==> config.mk <==
export PLATFORM = sky130hd
export DESIGN_NAME = bram_fifo_ctrl
export DESIGN_NICKNAME = d
export VERILOG_FILES = /design/src/rtl/bram_fifo_pkg.sv /design/src/rtl/bram_fifo_ctrl_out_buffer.sv /design/src/rtl/bram_fifo_ctrl.sv
export SDC_FILE = /design/constraint.sdc
export NUM_CORES = 1
export LEC_CHECK = 0
export BUFFER_PORTS_ARGS = -buffer_cell sky130_fd_sc_hd__buf_2
export CORE_UTILIZATION = 54
export DETAILED_ROUTE_END_ITERATION = 7
export PLACE_DENSITY = 0.8
export SYNTH_ARGS = -nofsm -noshare
export SYNTH_HDL_FRONTEND = slang
export SYNTH_SLANG_ARGS = --single-unit
==> constraint.sdc <==
create_clock -name clk -period 4.1 [get_ports clk]
set_input_delay 0.205 -clock clk [delete_from_list [all_inputs] [get_ports clk]]
set_output_delay 0.205 -clock clk [all_outputs]
set_load 0.005 [all_outputs]
==> src/rtl/bram_fifo_pkg.sv <==
// Shared constants and sizing helpers for the BRAM-backed FIFO controller.
// Imported by the controller top and its output buffer.
package bram_fifo_pkg;

    localparam int OB_DEPTH = 2;
    localparam int OB_CNT_W = $clog2(OB_DEPTH + 1);

    // Level counts BRAM words plus one read in flight plus the output buffer.
    function automatic int levelWidth(input int addrWidth);
        return $clog2((1 << addrWidth) + 3);
    endfunction

endpackage

==> src/rtl/bram_fifo_ctrl_out_buffer.sv <==
// Two-entry registered output stage; absorbs the BRAM read latency so that the
// consumer sees back-to-back words.
module fifo_out_buffer
    import bram_fifo_pkg::*;
#(
    parameter int DATA_WIDTH = 8
) (
    input  logic                  clk,
    input  logic                  rst_n,
    input  logic                  clr,
    input  logic                  in_valid,
    input  logic [DATA_WIDTH-1:0] in_data,
    output logic                  out_valid,
    input  logic                  out_ready,
    output logic [DATA_WIDTH-1:0] out_data,
    output logic [OB_CNT_W-1:0]   count
);

    logic [DATA_WIDTH-1:0] head_q, head_d;
    logic [DATA_WIDTH-1:0] tail_q, tail_d;
    logic [OB_CNT_W-1:0]   count_q, count_d;
    logic                  pop;

    assign out_valid = (count_q != '0);
    assign out_data  = head_q;
    assign count     = count_q;
    assign pop       = out_valid & out_ready;

    // The upstream issue logic never delivers a word into a full buffer
    // unless the head is leaving in the same cycle.
    always_comb begin
        head_d  = head_q;
        tail_d  = tail_q;
        count_d = count_q;
        case (count_q)
            OB_CNT_W'(0): begin
                if (in_valid) begin
                    head_d  = in_data;
                    count_d = OB_CNT_W'(1);
                end
            end
            OB_CNT_W'(1): begin
                if (pop && in_valid) begin
                    head_d = in_data;
                end else if (pop) begin
                    count_d = OB_CNT_W'(0);
                end else if (in_valid) begin
                    tail_d  = in_data;
                    count_d = OB_CNT_W'(2);
                end
            end
            default: begin
                if (pop) begin
                    head_d = tail_q;
                    if (in_valid) begin
                        tail_d = in_data;
                    end else begin
                        count_d = OB_CNT_W'(1);
                    end
                end
            end
        endcase
    end

    always_ff @(posedge clk or negedge rst_n) begin
        if (!rst_n) begin
            head_q  <= '0;
            tail_q  <= '0;
            count_q <= '0;
        end else if (clr) begin
            head_q  <= '0;
            tail_q  <= '0;
            count_q <= '0;
        end else begin
            head_q  <= head_d;
            tail_q  <= tail_d;
            count_q <= count_d;
        end
    end

endmodule

==> src/rtl/bram_fifo_ctrl.sv <==
// FIFO controller sequencing an external simple dual-port BRAM with a registered
// read port; a small output buffer keeps the read side streaming at one word per cycle.
module bram_fifo_ctrl
    import bram_fifo_pkg::*;
#(
    parameter int ADDR_WIDTH = 6,
    parameter int DATA_WIDTH = 8
) (
    input  logic                  clk,
    input  logic                  rst_n,
    input  logic                  clr,
    input  logic                  s_valid,
    output logic                  s_ready,
    input  logic [DATA_WIDTH-1:0] s_data,
    output logic                  m_valid,
    input  logic                  m_ready,
    output logic [DATA_WIDTH-1:0] m_data,
    output logic [ADDR_WIDTH+1:0] level,
    output logic                  bram_wr_en,
    output logic [ADDR_WIDTH-1:0] bram_write_addr,
    output logic [DATA_WIDTH-1:0] bram_write_data,
    output logic [ADDR_WIDTH-1:0] bram_read_addr,
    input  logic [DATA_WIDTH-1:0] bram_read_data
);

    localparam int DEPTH = 1 << ADDR_WIDTH;
    localparam int LVL_W = levelWidth(ADDR_WIDTH);

    logic [ADDR_WIDTH-1:0] wrPtr_q, wrPtr_d;
    logic [ADDR_WIDTH-1:0] rdPtr_q, rdPtr_d;
    logic [ADDR_WIDTH:0]   memCount_q, memCount_d;
    logic                  rdPend_q, rdPend_d;
    logic [LVL_W-1:0]      level_q, level_d;

    logic                  push;
    logic                  pop;
    logic                  issue;
    logic [2:0]            obOccupancy;
    logic [OB_CNT_W-1:0]   obCount;
    logic                  obValid;
    logic [DATA_WIDTH-1:0] obData;

    assign s_ready = rst_n & ~clr & (memCount_q < (ADDR_WIDTH+1)'(DEPTH));
    assign push    = s_valid & s_ready;
    assign pop     = obValid & m_ready;

    // A read is only issued when the buffer is guaranteed a free slot at capture
    // time; memCount_q excludes this cycle's write, so the written address is never read back early.
    assign obOccupancy = 3'(obCount) + 3'(rdPend_q) - 3'(pop);
    assign issue       = (memCount_q != '0) & (obOccupancy < 3'd2) & ~clr;

    assign bram_wr_en      = push;
    assign bram_write_addr = wrPtr_q;
    assign bram_write_data = s_data;
    assign bram_read_addr  = rdPtr_q;

    assign m_valid = obValid;
    assign m_data  = obData;
    assign level   = (ADDR_WIDTH+2)'(level_q);

    always_comb begin
        wrPtr_d    = wrPtr_q + ADDR_WIDTH'(push);
        rdPtr_d    = rdPtr_q + ADDR_WIDTH'(issue);
        memCount_d = memCount_q + (ADDR_WIDTH+1)'(push) - (ADDR_WIDTH+1)'(issue);
        rdPend_d   = issue;
        level_d    = level_q + LVL_W'(push) - LVL_W'(pop);
    end

    always_ff @(posedge clk or negedge rst_n) begin
        if (!rst_n) begin
            wrPtr_q    <= '0;
            rdPtr_q    <= '0;
            memCount_q <= '0;
            rdPend_q   <= 1'b0;
            level_q    <= '0;
        end else if (clr) begin
            wrPtr_q    <= '0;
            rdPtr_q    <= '0;
            memCount_q <= '0;
            rdPend_q   <= 1'b0;
            level_q    <= '0;
        end else begin
            wrPtr_q    <= wrPtr_d;
            rdPtr_q    <= rdPtr_d;
            memCount_q <= memCount_d;
            rdPend_q   <= rdPend_d;
            level_q    <= level_d;
        end
    end

    fifo_out_buffer #(
        .DATA_WIDTH(DATA_WIDTH)
    ) u_out_buffer (
        .clk       (clk),
        .rst_n     (rst_n),
        .clr       (clr),
        .in_valid  (rdPend_q),
        .in_data   (bram_read_data),
        .out_valid (obValid),
        .out_ready (m_ready),
        .out_data  (obData),
        .count     (obCount)
    );

endmodule
* After elaboration in Yosys (flattened, before gate mapping)
Index checks and enable logic that the tools add are counted.
Storage, ports and cells: logic and storage cells 66, input bits 21, register bits after elaboration 45, output and inout bits 39
Cells by class: multiplexer cells 24, eq/ne operators 8, reduce and logical (&&, ||, !) cells 9, $add $sub $neg 8, $lt $le $gt $ge 2, bitwise gates (word level) 7
Operators by type and width (number):
- 8-bit 2-to-1 mux | 9
- 8-bit one-hot mux with 2 select lines | 2
- 7-bit by 1-bit adder with 7-bit output | 2
- 2-bit 2-to-1 mux | 7
- 7-bit 2-to-1 mux | 2
- 7-bit by 1-bit subtractor with 7-bit output | 2
- 6-bit by 1-bit adder with 6-bit output | 2
- 6-bit 2-to-1 mux | 2
- 3-bit inequality test (second input constant) | 3
- 7-bit less-than comparator (second input constant) | 1
- 7-bit nonzero test | 1
- 1-bit AND | 6
- 5-bit AND reduction | 1
- 4-bit by 2-bit inequality test with 1-bit output (second input constant) | 1
- 4-bit inequality test (second input constant) | 1
- 2-bit one-hot mux with 2 select lines | 1
- 4-bit AND reduction | 1
- 4-bit nonzero test | 1
- 2-bit by 1-bit adder with 3-bit output | 1
- 3-bit by 2-bit less-than comparator with 1-bit output (second input constant) | 1
- 3-bit by 2-bit inequality test with 1-bit output (second input constant) | 1
- 3-bit AND reduction | 1
- 3-bit nonzero test | 1
- 3-bit by 1-bit subtractor with 3-bit output | 1
- 7 further kinds | 7

* Depth between registers and ports, before layout
Gate-level depths: netlist of the first run.
depth in word-level cells 8, mapped depth 16, mapped depth without buffers 15

* Hierarchy
A second synthesis of the first run with hierarchy kept.
Unflattened totals: cells, all modules 272, area total of the unflattened synthesis 2829.0 µm²
Modules (own cells, without submodules):
- bram_fifo_ctrl | area an instance 1806.7 µm², sequential area each 675.6 µm², cells an instance 181, times used 1
- fifo_out_buffer | area an instance 1022.2 µm², sequential area each 450.4 µm², cells an instance 91, times used 1

* Worst setup path after synthesis of the first run
No wires, ideal clock.
path type reg-to-reg, start register u_out_buffer.count_q[1], in the netlist u_out_buffer.count[1], end register memCount_q[4], data required time 3.965 ns, setup slack 0.573 ns, stages on the path, launching flop included 17, library setup time 0.135 ns, buffers on the path 1, data arrival time 3.392 ns, period minus slack after synthesis 3.527 ns, cell sequence dfrtp_1 -> buf_6 -> and2_4 -> nor2b_1 -> o21ai_0 -> fa_1 -> xor2_1 -> a2111oi_0 -> ha_1 -> inv_1 -> ha_1 -> inv_1 -> fa_1 -> nor2b_1 -> o21ba_2 -> o21ai_0 -> nor3b_1
Between the ends: longest elaborated chain between the ends 8, elaborated cells between the ends (all ways) 9, those cells by class 3 x add/sub; 1 x order compare; 1 x mux; 3 x bitwise; 1 x reduce/logical
RTL lines:
- start, declared | RTL line bram_fifo_ctrl_out_buffer.sv:21 | logic [OB_CNT_W-1:0] count_q, count_d;
- start signal, assigned | RTL line bram_fifo_ctrl_out_buffer.sv:77 | count_q <= count_d;
- branches (longest 2 deep; another with 2-bit by 1-bit adder with 3-bit output)
- 3-bit by 1-bit subtractor with 3-bit output (*) | RTL line bram_fifo_ctrl.sv:49 | assign obOccupancy = 3'(obCount) + 3'(rdPend_q) - 3'(pop);
- 3-bit by 2-bit less-than comparator with 1-bit output (*) | RTL line bram_fifo_ctrl.sv:50 | assign issue = (memCount_q != '0) & (obOccupancy < 3'd2) & ~clr;
- 1-bit AND (*) (2 in series) | RTL line bram_fifo_ctrl.sv:50
- 7-bit by 1-bit subtractor with 7-bit output (*) | RTL line bram_fifo_ctrl.sv:64 | memCount_d = memCount_q + (ADDR_WIDTH+1)'(push) - (ADDR_WIDTH+1)'(issue);
- 7-bit 2-to-1 mux (*) | RTL line bram_fifo_ctrl.sv:76 | end else if (clr) begin
- end signal, assigned | RTL line bram_fifo_ctrl.sv:85 | memCount_q <= memCount_d;
- end, declared | RTL line bram_fifo_ctrl.sv:31 | logic [ADDR_WIDTH:0] memCount_q, memCount_d;
Every way passes the cells marked *. A chain may end at the register's enable or synchronous reset.

* Final worst setup path of the first run
start register u_out_buffer.count_q[1], in the netlist u_out_buffer.count[1], end register memCount_q[6]
Same word-level chain as after synthesis.

==> results of run 1 <==
## registers in the layout, indices dropped and copies added (netlist names)
name,flops
rdPend_q,1
level_q,7
u_out_buffer.out_data,8
memCount_q,7
u_out_buffer.tail_q,8
bram_read_addr,6
bram_write_addr,6
u_out_buffer.count,2
## cells in the final DEF (no fill, tap or decap), drive strengths merged, types with 3 or more instances in the layout
cell    Yosys  routed
buf        17      46
dfrtp      45      45
nor2       25      25
ha         19      19
inv        18      18
mux2i      17      17
nor2b      15      15
nand2      14      14
o31ai       8       8
xor2        7       7
nand3       7       7
xnor2       7       7
clkbuf      2       7
nor3b       6       6
o21ai       6       6
a21oi       6       6
a211oi      5       5
nor3        4       4
nor4b       3       3
a21o        3       3
nor4        3       3
fa          3       3
or2         3       3
## area by class of cell
class,count,share of cell area
clock inverter,1,0.00254
clock buffer,7,0.0258
sequential,45,0.381
timing repair buffer,46,0.0812
multi-input combinational,181,0.459
inverter,18,0.0228
tap,67,0.0283
## cells by family (layout without fill, tap and decap cells)
kind of cell    after synthesis  after routing  synth area share
compound gates               39             39             0.111
xor+xnor                     14             14            0.0457
fa+ha+maj                    22             22             0.111
buf+inv                      37             72            0.0750
flops                        45             45             0.419
mux                          17             17            0.0634
other cells                   1              1           0.00140
simple gates                 88             88             0.173
## through the flow
| step | utilization | instances |
|---|---|---|
| final | 0.622 | 365 |
| after global routing | 0.622 | 365 |
| after CTS | 0.622 | 365 |
| after detailed placement | 0.605 | 357 |
| after global placement | 0.605 | 357 |
| after floorplan | - | 263 |
## metal layers
layer	vias up	global-route usage	routed length (microns)
li1	965	-	-
met5	-	0	0
met1	918	0.262	2230
met3	4	0.0472	225
met4	0	0.0588	51
met2	42	0.309	2200
## how the worst min path moves through the flow
stage	startpoint	end	cells past startpoint
final	rst_n	bram_read_addr[5]	2
after detailed placement	rst_n	bram_read_addr[5]	2
after CTS	rst_n	bram_read_addr[5]	2
after global placement	rst_n	bram_read_addr[5]	2
after global routing	rst_n	bram_read_addr[5]	2
after floorplan	rst_n	bram_read_addr[0]	0
## power by group
group / total [uW] / leakage [uW] / internal (uW) / switching [uW]
clock: 262 / 0.0000385 / 121 / 142
sequential: 618 / 0.000602 / 542 / 76.1
combinational: 851 / 0.000850 / 401 / 449
total: 1730 / 0.00149 / 1060 / 667
## critical path: stages, from the launching register on
cell and delay (ps):
dfrtp_1 350, and2_4 160, nor2b_1 220, o21ai_0 150, fa_1 400, xor2_1 160, a2111oi_0 450, buf_4 200
ha_1 210, inv_1 50, ha_1 150, inv_1 50, fa_1 370, nor2b_1 210, o211ai_1 150, nand3_1 80
nor3b_1 190
==> results summary, run 1 <==
The worst slack at placement is 497 ps. The die area is 0.00526 sq mm. After routing the design area is 0.00296 sq mm. Power comes to 1730 uW. After global routing the overflow that remains totals 0.

The largest net degree at the start of global routing came out at 46. The synthesis-to-layout area growth is 10.2%. The multi-input gate area in the final layout is 0.00136 sq mm. The number of antenna violations at the first check in global routing was 0.

The worst register-to-register path ends at memCount_q[6]. The detailed-route DRC error count is 0. The via count of the first global-routing pass was 1787. The share of synthesized flip-flops with an asynchronous set or reset came out at 1.00. The worst-case reg-to-reg path depth came out at 16. The number of nets in the synthesized netlist is 306.

The final critical delay including setup and external delays is 3650 ps. By startpoint and endpoint, the worst setup path is classified as reg -> reg. The max-slew headroom at the worst pin is 0.629. STA classifies the critical path endpoint as a register. The number of buffers added on ports is 42. The minimum setup slack in the final design is 452 ps.

The launching element of the worst setup path is u_out_buffer.count[1]. In this run the static leakage power is 0.00149 uW. The weighted congestion reported at the end of routability-driven placement is 0.840.

The max-slew violation count is 0. The TritonCTS sink count came out at 45. The I/O pin count came out at 60. The later pin in the worst-skew pair is clocked with a latency of 290 ps. The area of the mapped netlist came out at 0.00269 sq mm. The most common cell in the synthesized netlist is dfrtp_1.

The TritonCTS clock tree is done. Summing all flip-flop and latch instances after layout gives 0.00113 sq mm. In this run the critical register-to-register path is launched from u_out_buffer.count[1].

The mean routed wirelength per cell came out at 12.9 microns. On the final layout, the worst hold slack is 23.2 ps. At the pin with the least slew margin, the transition time is 557 ps.

The number of antenna-violating nets in the routed design is 0. The maximum VDD drop is 0.328 mV. The worst-case clock skew is 6.64 ps. In this run the cell area measured after placement is 0.00288 sq mm.

Gates resized during post-CTS repair numbered 0. The aggregate negative setup slack came out at 0 ps. The master cell of the clock root buffer is clkbuf_8. Across all register-to-register paths, the minimum setup slack is 450 ps. The worst hold path belongs to the class in -> async.

In the routed layout, each cell is associated on average with a via count of 5.28. The most critical setup path has its endpoint at memCount_q[6]. The number of violations reported at the end of detailed-routing iteration 0 is 92. The number of optimization iterations in the first detailed-route pass is 4. The floorplan step set the die height to 72.5 microns. The flow ran to the end, and the final reports show no timing, DRC or antenna violations. The total clock buffers created by CTS is 5. The register bit count reported by yosys is 45. For this design the ratio of total power to cell area is 585 mW/mm^2. The number of placement rows is 25. The biggest area contributor in the post-synthesis netlist is dfrtp_1. The synthesized area per cell is 10.2 sq um.

After technology mapping, the gate count stands at 263. Yosys printed 0 warnings. Setup repair after global routing left no endpoint under its margin.

The number of violations of the max-capacitance limit is 0. The cts-stage hold buffer count is 0. Sorting the synthesized cells by how often they occur yields 45 x dfrtp_1, 25 x nor2_1, 19 x ha_1. The post-detailed-placement half-perimeter wirelength came out at 3470 microns. The effective utilization at floorplan came out at 0.565. In this run the worst path has a maximum fanout of 3. The count of final hold-check violations came to 0.

The region available for standard cell placement spans 0.00475 sq mm. The net total in the final layout is 340. The buffer levels on the longest clock path is 2. The number of diodes added for antenna fixing came out at 0.

The share of synthesized area in the top cell type comes to 0.419. The total track usage came out at 0.194. The final routed wirelength across all metal layers is 4700 microns.

The post-route clock period utilization came out at 0.890. The clock slew at the register clock pins of the worst setup and hold paths came out at 80 ps. The via count came out at 1929. The upper clock frequency limit is 274 MHz. The wire length of the first global-routing pass is 7930 microns. In the final layout, the share of cells above drive strength 1 is 0.198. The number of buffers inserted by post-CTS setup repair came out at 0.

The worst setup path is launched from a register. The number of enable-type register cells in the synthesized netlist came out at 0. The count of cell types in the netlist is 47. Data on the critical path arrives at its endpoint at 3850 ps. Ranked by total cell area, the synthesized netlist is headed by dfrtp_1 42%, ha_1 8.9%, mux2i_1 6.3%, nor2_1 3.5%, nor2b_1 3.5%. The count of H-tree levels built during CTS came out at 2. The proportion of synthesized chip area in sequential cells is 0.419. The layout filler cell count is 426. The critical path required time came out at 4300 ps. The chip width is 72.5 microns. The count of endpoints failing setup in the final report came out at 0.

For this run, the leading register cell type out of synthesis is dfrtp_1.
No activity file was read; power rests on OpenSTA's default activity.
==> inputs of run 2 (changes only) <==
- ABC_AREA: unset -> 1
- CORE_UTILIZATION: 54 -> 55
==> results summary, run 2 <==
dfrtp_1 takes more of the synthesized area than any other cell. The synthesis-to-layout area growth came out at 9.22%. STA classifies the critical path startpoint as a register. The chip width came out at 73.3 microns (+1.1%). The top fanout value on the critical path came out at 8 (+5). The via count of the first global-routing pass came out at 2119 (+19%).

The arrival time of the worst setup path is 3500 ps (-350 ps). The number of optimization iterations in the first detailed-route pass is 4 (unchanged). TritonCTS built the clock tree. The via count was 2241 (+16%).

The largest net degree at the start of global routing came to 46 (unchanged). The post-route clock period utilization came out at 0.811 (-0.0786). Ranked by total cell area, the synthesized netlist is headed by dfrtp_1 40%, inv_1 9.1%, nand2_1 9.0%, ha_1 8.5%, nor2_1 5.4%. The critical path required time was 4280 ps (-20 ps). The capturing element type of the critical path is a register.

The share of Yosys cell area claimed by the top area cell type is 0.403 (-0.0165). The clock latency on the worst-skew pair came out at 290 ps (about the same). The launching element of the worst setup path is u_out_buffer.count[1]. The flow ran to the end, and the final reports show no timing, DRC or antenna violations.

The number of buffers added on ports came out at 42 (unchanged). The total of warnings raised by yosys is 0 (unchanged). The worst-case clock skew came out at 10.3 ps (+3.64 ps). The clock slew at the register clock pins of the worst setup and hold paths came out at 90 ps (about the same). The worst register-to-register path ends at memCount_q[4]. The via density per instance was 4.97 (-6.0%). The area of the mapped netlist came out at 0.00280 sq mm (+4.1%). The count of final hold-check violations is 0 (unchanged). The tightest min-delay check is of the in -> async type. The master cell of the clock root buffer is clkbuf_8.

Setup repair after global routing left no endpoint under its margin. The post-cts sizing count came out at 0 (unchanged). The buffer levels on the longest clock path came to 2 (unchanged). The number of antenna-violating nets in the routed design is 0 (unchanged). The number of enable-type register cells in the synthesized netlist is 0 (unchanged). The number of nets in the synthesized netlist is 392 (+28%). The area of the core is 0.00482 sq mm (+1.3%).

The number of violations of the max-capacitance limit is 0 (unchanged). The TritonCTS sink count is 45 (unchanged). The I/O pin count is 60 (unchanged). The sum of overflow across all layers after global routing is 0 (unchanged). The aggregate negative setup slack came out at 0 ps (unchanged). The total power divided by cell area came to 663 mW/mm^2 (+13%). The max-slew violation count is 0 (unchanged).

The gate count of the mapped netlist is 349 (+33%). The maximum VDD drop was 0.317 mV (-3.5%). The count of endpoints failing setup in the final report is 0 (unchanged). The mean routed wirelength per cell came out at 11.4 microns (-12%). The post-detailed-placement half-perimeter wirelength was 3810 microns (+9.7%). The cts-stage hold buffer count is 0 (unchanged). The leakage component of the power is 0.00170 uW (+14%). The total cell area at the placement stage was 0.00297 sq mm (+3.3%).

The worst-case reg-to-reg path depth is 18 (+2). The effective utilization at floorplan came out at 0.580 (+0.0155). The flop-to-flop setup slack is 770 ps (+320 ps). The count of H-tree levels built during CTS came out at 2 (unchanged). The number of antenna violations at the first check in global routing came to 0 (unchanged). The number of buffers inserted by post-CTS setup repair is 0 (unchanged).

The weighted congestion reported at the end of routability-driven placement came out at 0.824 (-1.8%). The register bit count reported by yosys is 45 (unchanged). The final routed wirelength across all metal layers is 5130 microns (+9.1%). The final cell count without fillers came out at 451 (+24%). The worst slack at placement is 794 ps (+297 ps). The count of cell types in the netlist is 34 (-28%). The instance count after placement with tap cells included is 443 (+24%).

The transition time at the pin with the least slew margin came out at 668 ps (+111 ps). The net total in the final layout came to 426 (+25%). The upper clock frequency limit came to 301 MHz (+9.7%). The tightest hold margin is 2.06 ps (-21.1 ps). Counting instances in the post-synthesis netlist gives the leading cell types as 68 x inv_1, 67 x nand2_1, 45 x dfrtp_1.

The startpoint of the worst-slack reg-to-reg timing path is u_out_buffer.count[1]. The library cell used most frequently in the layout, excluding fill and tap cells, is inv_1. The detailed-route DRC error count was 0 (unchanged).

In the synthesized netlist the dominant register cell turns out to be dfrtp_1. The critical path start-end classification is reg -> reg. The share of post-route cells with drive strength above 1 was 0.188 (-0.0105). In the layout the commonest cells are 68 x inv_1, 67 x nand2_1, 45 x dfrtp_1. The number of placement rows came to 25 (unchanged). The number of diodes added for antenna fixing came out at 0 (unchanged). The wire length of the first global-routing pass came to 8880 microns (+12%).

The total clock buffers created by CTS came out at 5 (unchanged). The area of all placed cells without fillers was 0.00305 sq mm (+3.2%). The share of synthesized flip-flops with an asynchronous set or reset is 1.00 (unchanged). The minimum setup slack in the final design is 774 ps (+322 ps).

The synthesized area per cell is 8.01 sq um (-22%). The number of violations reported at the end of detailed-routing iteration 0 came to 138 (+50%). The total track usage came out at 0.212 (+0.0186). Among all cell types in the netlist, the one instantiated most often is inv_1. The final critical delay including setup and external delays is 3330 ps (-322 ps). The die boundary height is 73.3 microns (+1.1%).

The die area came out at 0.00537 sq mm (+2.1%). The proportion of synthesized chip area in sequential cells was 0.403 (-0.0165). The max-slew headroom at the worst pin was 0.554 (-0.0748).
-- run 2: critical path, cell delays in order (launching register included) --
cell and delay (ps):
dfrtp_1 570, o21ai_2 130, inv_1 80, nand2_1 50, o21ai_0 70, nand2_1 100, fa_1 390, xnor2_1 160
o211ai_1 130, nor2_1 180, ha_1 270, inv_1 60, ha_1 180, inv_1 60, fa_1 410, inv_1 90
nand2_1 70, a31oi_1 150, nor2_1 70
-- run 2: kinds of logic after synthesis --
family,share of synthesized area
fa+ha+maj,0.107
xor+xnor,0.0125
flops,0.403
compound gates,0.115
other cells,0.00134
buf+inv,0.142
simple gates,0.220
-- run 2: layout make-up --
class / count / area (sq um)
clock inverter: 1 / 7.51
inverter: 71 / 269
timing repair buffer: 43 / 218
multi-input combinational: 217 / 1270
fill: 435 / 1760
clock buffer: 7 / 76.3
sequential: 45 / 1130
tap: 67 / 83.8
-- run 2: per-layer routing --
layer / up-vias / GRT usage / routed length [microns]
li1: 1150 / - / -
met1: 1039 / 0.267 / 2390
met2: 43 / 0.369 / 2470
met3: 9 / 0.0412 / 219
met4: 0 / 0.0662 / 53
met5: - / 0 / 0
-- run 2: where the power goes --
group,switching (uW),internal (uW)
Sequential,95.5,580
Combinational,654,429
Clock,146,121
-- run 2: how the worst max path moves through the flow --
| stage | end | slack (ps) | depth (start not counted) |
|---|---|---|---|
| 2_1_floorplan | memCount_q[6] | 1130 | 20 |
| 3_5_place_dp | memCount_q[6] | 790 | 20 |
| 4_1_cts | memCount_q[4] | 780 | 18 |
| 3_3_place_gp | memCount_q[6] | 980 | 20 |
| 5_1_grt | memCount_q[4] | 420 | 19 |
| 6_report | memCount_q[4] | 770 | 18 |
-- run 2: through the flow --
step | power, uW | util
after floorplan | 1530 | -
after global placement | 1720 | 0.616
after detailed placement | 1770 | 0.616
after CTS | 2040 | 0.634
after global routing | 2240 | 0.634
final | 2030 | 0.634
==> inputs of run 3 (changes only) <==
- clock period: 4.1 -> 3.1 ns (I/O delays scaled with it)
==> results summary, run 3 (synthesized netlist as in run 2, its figures left out) <==
The wire length of the first global-routing pass was 9690 microns (+9.2%). The flip-flop and latch area is 0.00113 sq mm (unchanged). The final routed wirelength across all metal layers is 5690 microns (+11%). Setup repair after global routing could not meet its margin everywhere. The largest net degree at the start of global routing came to 46 (unchanged). The critical path launch point type is a register.

The max-slew violation count is 0 (unchanged). The final cell count without fillers came out at 457 (+1.3%). The instance count after placement with tap cells included came to 447 (+0.90%). The number of diodes added for antenna fixing came out at 0 (unchanged). The worst hold path belongs to the class in -> reg. The number of violations reported at the end of detailed-routing iteration 0 came out at 150 (+8.7%). The worst-case clock skew is 3.31 ps (-6.98 ps). The clock slew at the register clock pins of the worst setup and hold paths came out at 90 ps (about the same). The sum of overflow across all layers after global routing came out at 0 (unchanged).

The number of violations of the max-capacitance limit is 0 (unchanged). The max-slew headroom at the worst pin is 0.621 (+0.0673). The transition time at the pin with the least slew margin came to 568 ps (-99.5 ps). The final critical delay including setup and external delays is 2900 ps (-424 ps). The post-detailed-placement half-perimeter wirelength came out at 4090 microns (+7.5%). The count of final hold-check violations came out at 0 (unchanged). The arrival time of the worst setup path came out at 3110 ps (-390 ps). The upper clock frequency limit was 345 MHz (+15%).

The buffer levels on the longest clock path came out at 2 (unchanged). The synthesis-to-layout area growth is 12.4%. The top cell types in the final layout, fill and taps aside, are 67 x nand2_1, 66 x inv_1, 45 x dfrtp_1. The number of antenna violations at the first check in global routing came to 0 (unchanged). The via count came out at 2298 (+2.5%).

The effective utilization at floorplan came to 0.580 (unchanged). The biggest cell delay along the critical path came to 530 ps (-40 ps). The post-route clock period utilization was 0.936 (+0.125). The TritonCTS sink count came to 45 (unchanged). The via density per instance is 5.03 (+1.2%).

The TritonCTS clock tree is done. The chip width is 73.3 microns (unchanged). The share of post-route cells with drive strength above 1 came to 0.215 (+0.0279). The number of optimization iterations in the first detailed-route pass came out at 4 (unchanged). The area of the core was 0.00482 sq mm (unchanged). The layout filler cell count came out at 433 (-0.46%). The weighted congestion reported at the end of routability-driven placement is 0.830 (+0.73%). The maximum VDD drop is 0.377 mV (+19%). The leakage component of the power came to 0.00174 uW (+2.6%).

The mean routed wirelength per cell is 12.4 microns (+9.4%). The number of antenna-violating nets in the routed design came to 0 (unchanged). The count of H-tree levels built during CTS came out at 2 (unchanged). The total track usage is 0.240 (+0.0276). The critical path goes through inv_2 > nand2_1 > o21ai_0 > nand2_1 > fa_2 > o211ai_1 > nor2_1 > ha_1 > inv_1 > ha_2 > inv_1 > fa_2 > inv_2 > nand3_1 > nand3_1 > nand2_1 > inv_1 > nor2_1. The I/O pin count is 60 (unchanged). The share of the core filled with cells in the final layout came to 0.652 (+0.0187). The detailed-route DRC error count came out at 0 (unchanged). The multi-input gate area in the final layout is 0.00129 sq mm (+1.2%). The worst setup path is captured at a register. The number of placement rows came out at 25 (unchanged). The die area came out at 0.00537 sq mm (unchanged). The count of endpoints failing setup in the final report was 0 (unchanged).

The net total in the final layout came out at 432 (+1.4%). The die boundary height came out at 73.3 microns (unchanged). The critical path required time was 3310 ps (-970 ps). The via count of the first global-routing pass is 2240 (+5.7%). The number of buffers added on ports was 42 (unchanged).

The clock latency on the worst-skew pair is 310 ps (+20 ps). The top fanout value on the critical path came out at 4 (-4). The cell sitting at the root of the clock tree is a clkbuf_8. The critical path is of the reg -> reg type. The run finished with clean final reports. The slowest cell on the critical path is fa_2. The aggregate negative setup slack was 0 ps (unchanged). The total clock buffers created by CTS came out at 5 (unchanged). The library cell used most frequently in the layout, excluding fill and tap cells, is nand2_1. The total power divided by cell area came out at 908 mW/mm^2 (+37%).
==> run 3: changes by cell type in the layout (fill, tap and decap cells not counted), sizes merged <==
cell         change
clkbuf           -1
buf              +5
clkinv           +1
bufinv           +1
clkinvlp         -1
dlygate4sd3      +1
==> run 3: layout make-up <==
| class | instances | area share |
|---|---|---|
| Clock buffer | 6 | 0.0231 |
| Clock inverter | 2 | 0.0123 |
| Inverter | 71 | 0.0856 |
| Multi-Input combinational cell | 217 | 0.410 |
| Sequential cell | 45 | 0.358 |
| Tap cell | 67 | 0.0267 |
| Timing Repair Buffer | 49 | 0.0844 |
==> run 3: path summary, 6_finish.rpt <==
kind	startpoint	to	slack, ps	cells past startpoint
worst max-delay path	u_out_buffer.count[0]	memCount_q[6]	200	18
worst min-delay path	clr	memCount_q[1]	110	2
worst max register to register	u_out_buffer.count[0]	memCount_q[6]	200	18
worst min register to register	u_out_buffer.tail_q[2]	u_out_buffer.tail_q[2]	490	2
max in group asynchronous	rst_n	u_out_buffer.count[1]	2220	3
min in group asynchronous	rst_n	memCount_q[5]	480	3
==> run 3: per-layer routing <==
| metal | part of all wire | vias to the layer above | GRT usage |
|---|---|---|---|
| li1 | - | 1165 | - |
| met1 | 0.44 | 1059 | 0.288 |
| met2 | 0.49 | 62 | 0.415 |
| met3 | 0.055 | 12 | 0.0617 |
| met4 | 0.016 | 0 | 0.0919 |
| met5 | 0 | - | 0 |
==> run 3: where the power goes <==
group / switching [uW] / internal, uW
Clock: 220 / 242
Combinational: 907 / 595
Sequential: 122 / 767
Total: 1250 / 1600
==> run 3: metrics by stage <==
stage / total power [uW] / worst slack, ps / hold WS, ps / instance area (sq um)
finish: 2850 / 198 / 110 / 3140
global route: 3160 / -25.9 / 119 / 3140
CTS: 2820 / 30.2 / 106 / 3120
detailed placement: 2350 / 64.4 / 310 / 3000
global placement: 2290 / 187 / 309 / 3000
floorplan: 2030 / 134 / -141 / 2800
==> run 3: timing repair <==
item,CTS,global route
gates resized for setup,0,7
endpoints found under the hold margin,45,0
setup endpoints to repair,0,3
hold buffers,1,0
buffers inserted,0,1
==> run 3: critical path, delay by kind of cell, from the launching register on <==
kind,cells,cell delay [ps]
AO/OA/AOI/OAI,2,180
buffers and inverters,5,330
AND/OR/NAND/NOR,7,590
adder cells (fa/ha/maj),4,1290
flip-flops,1,430
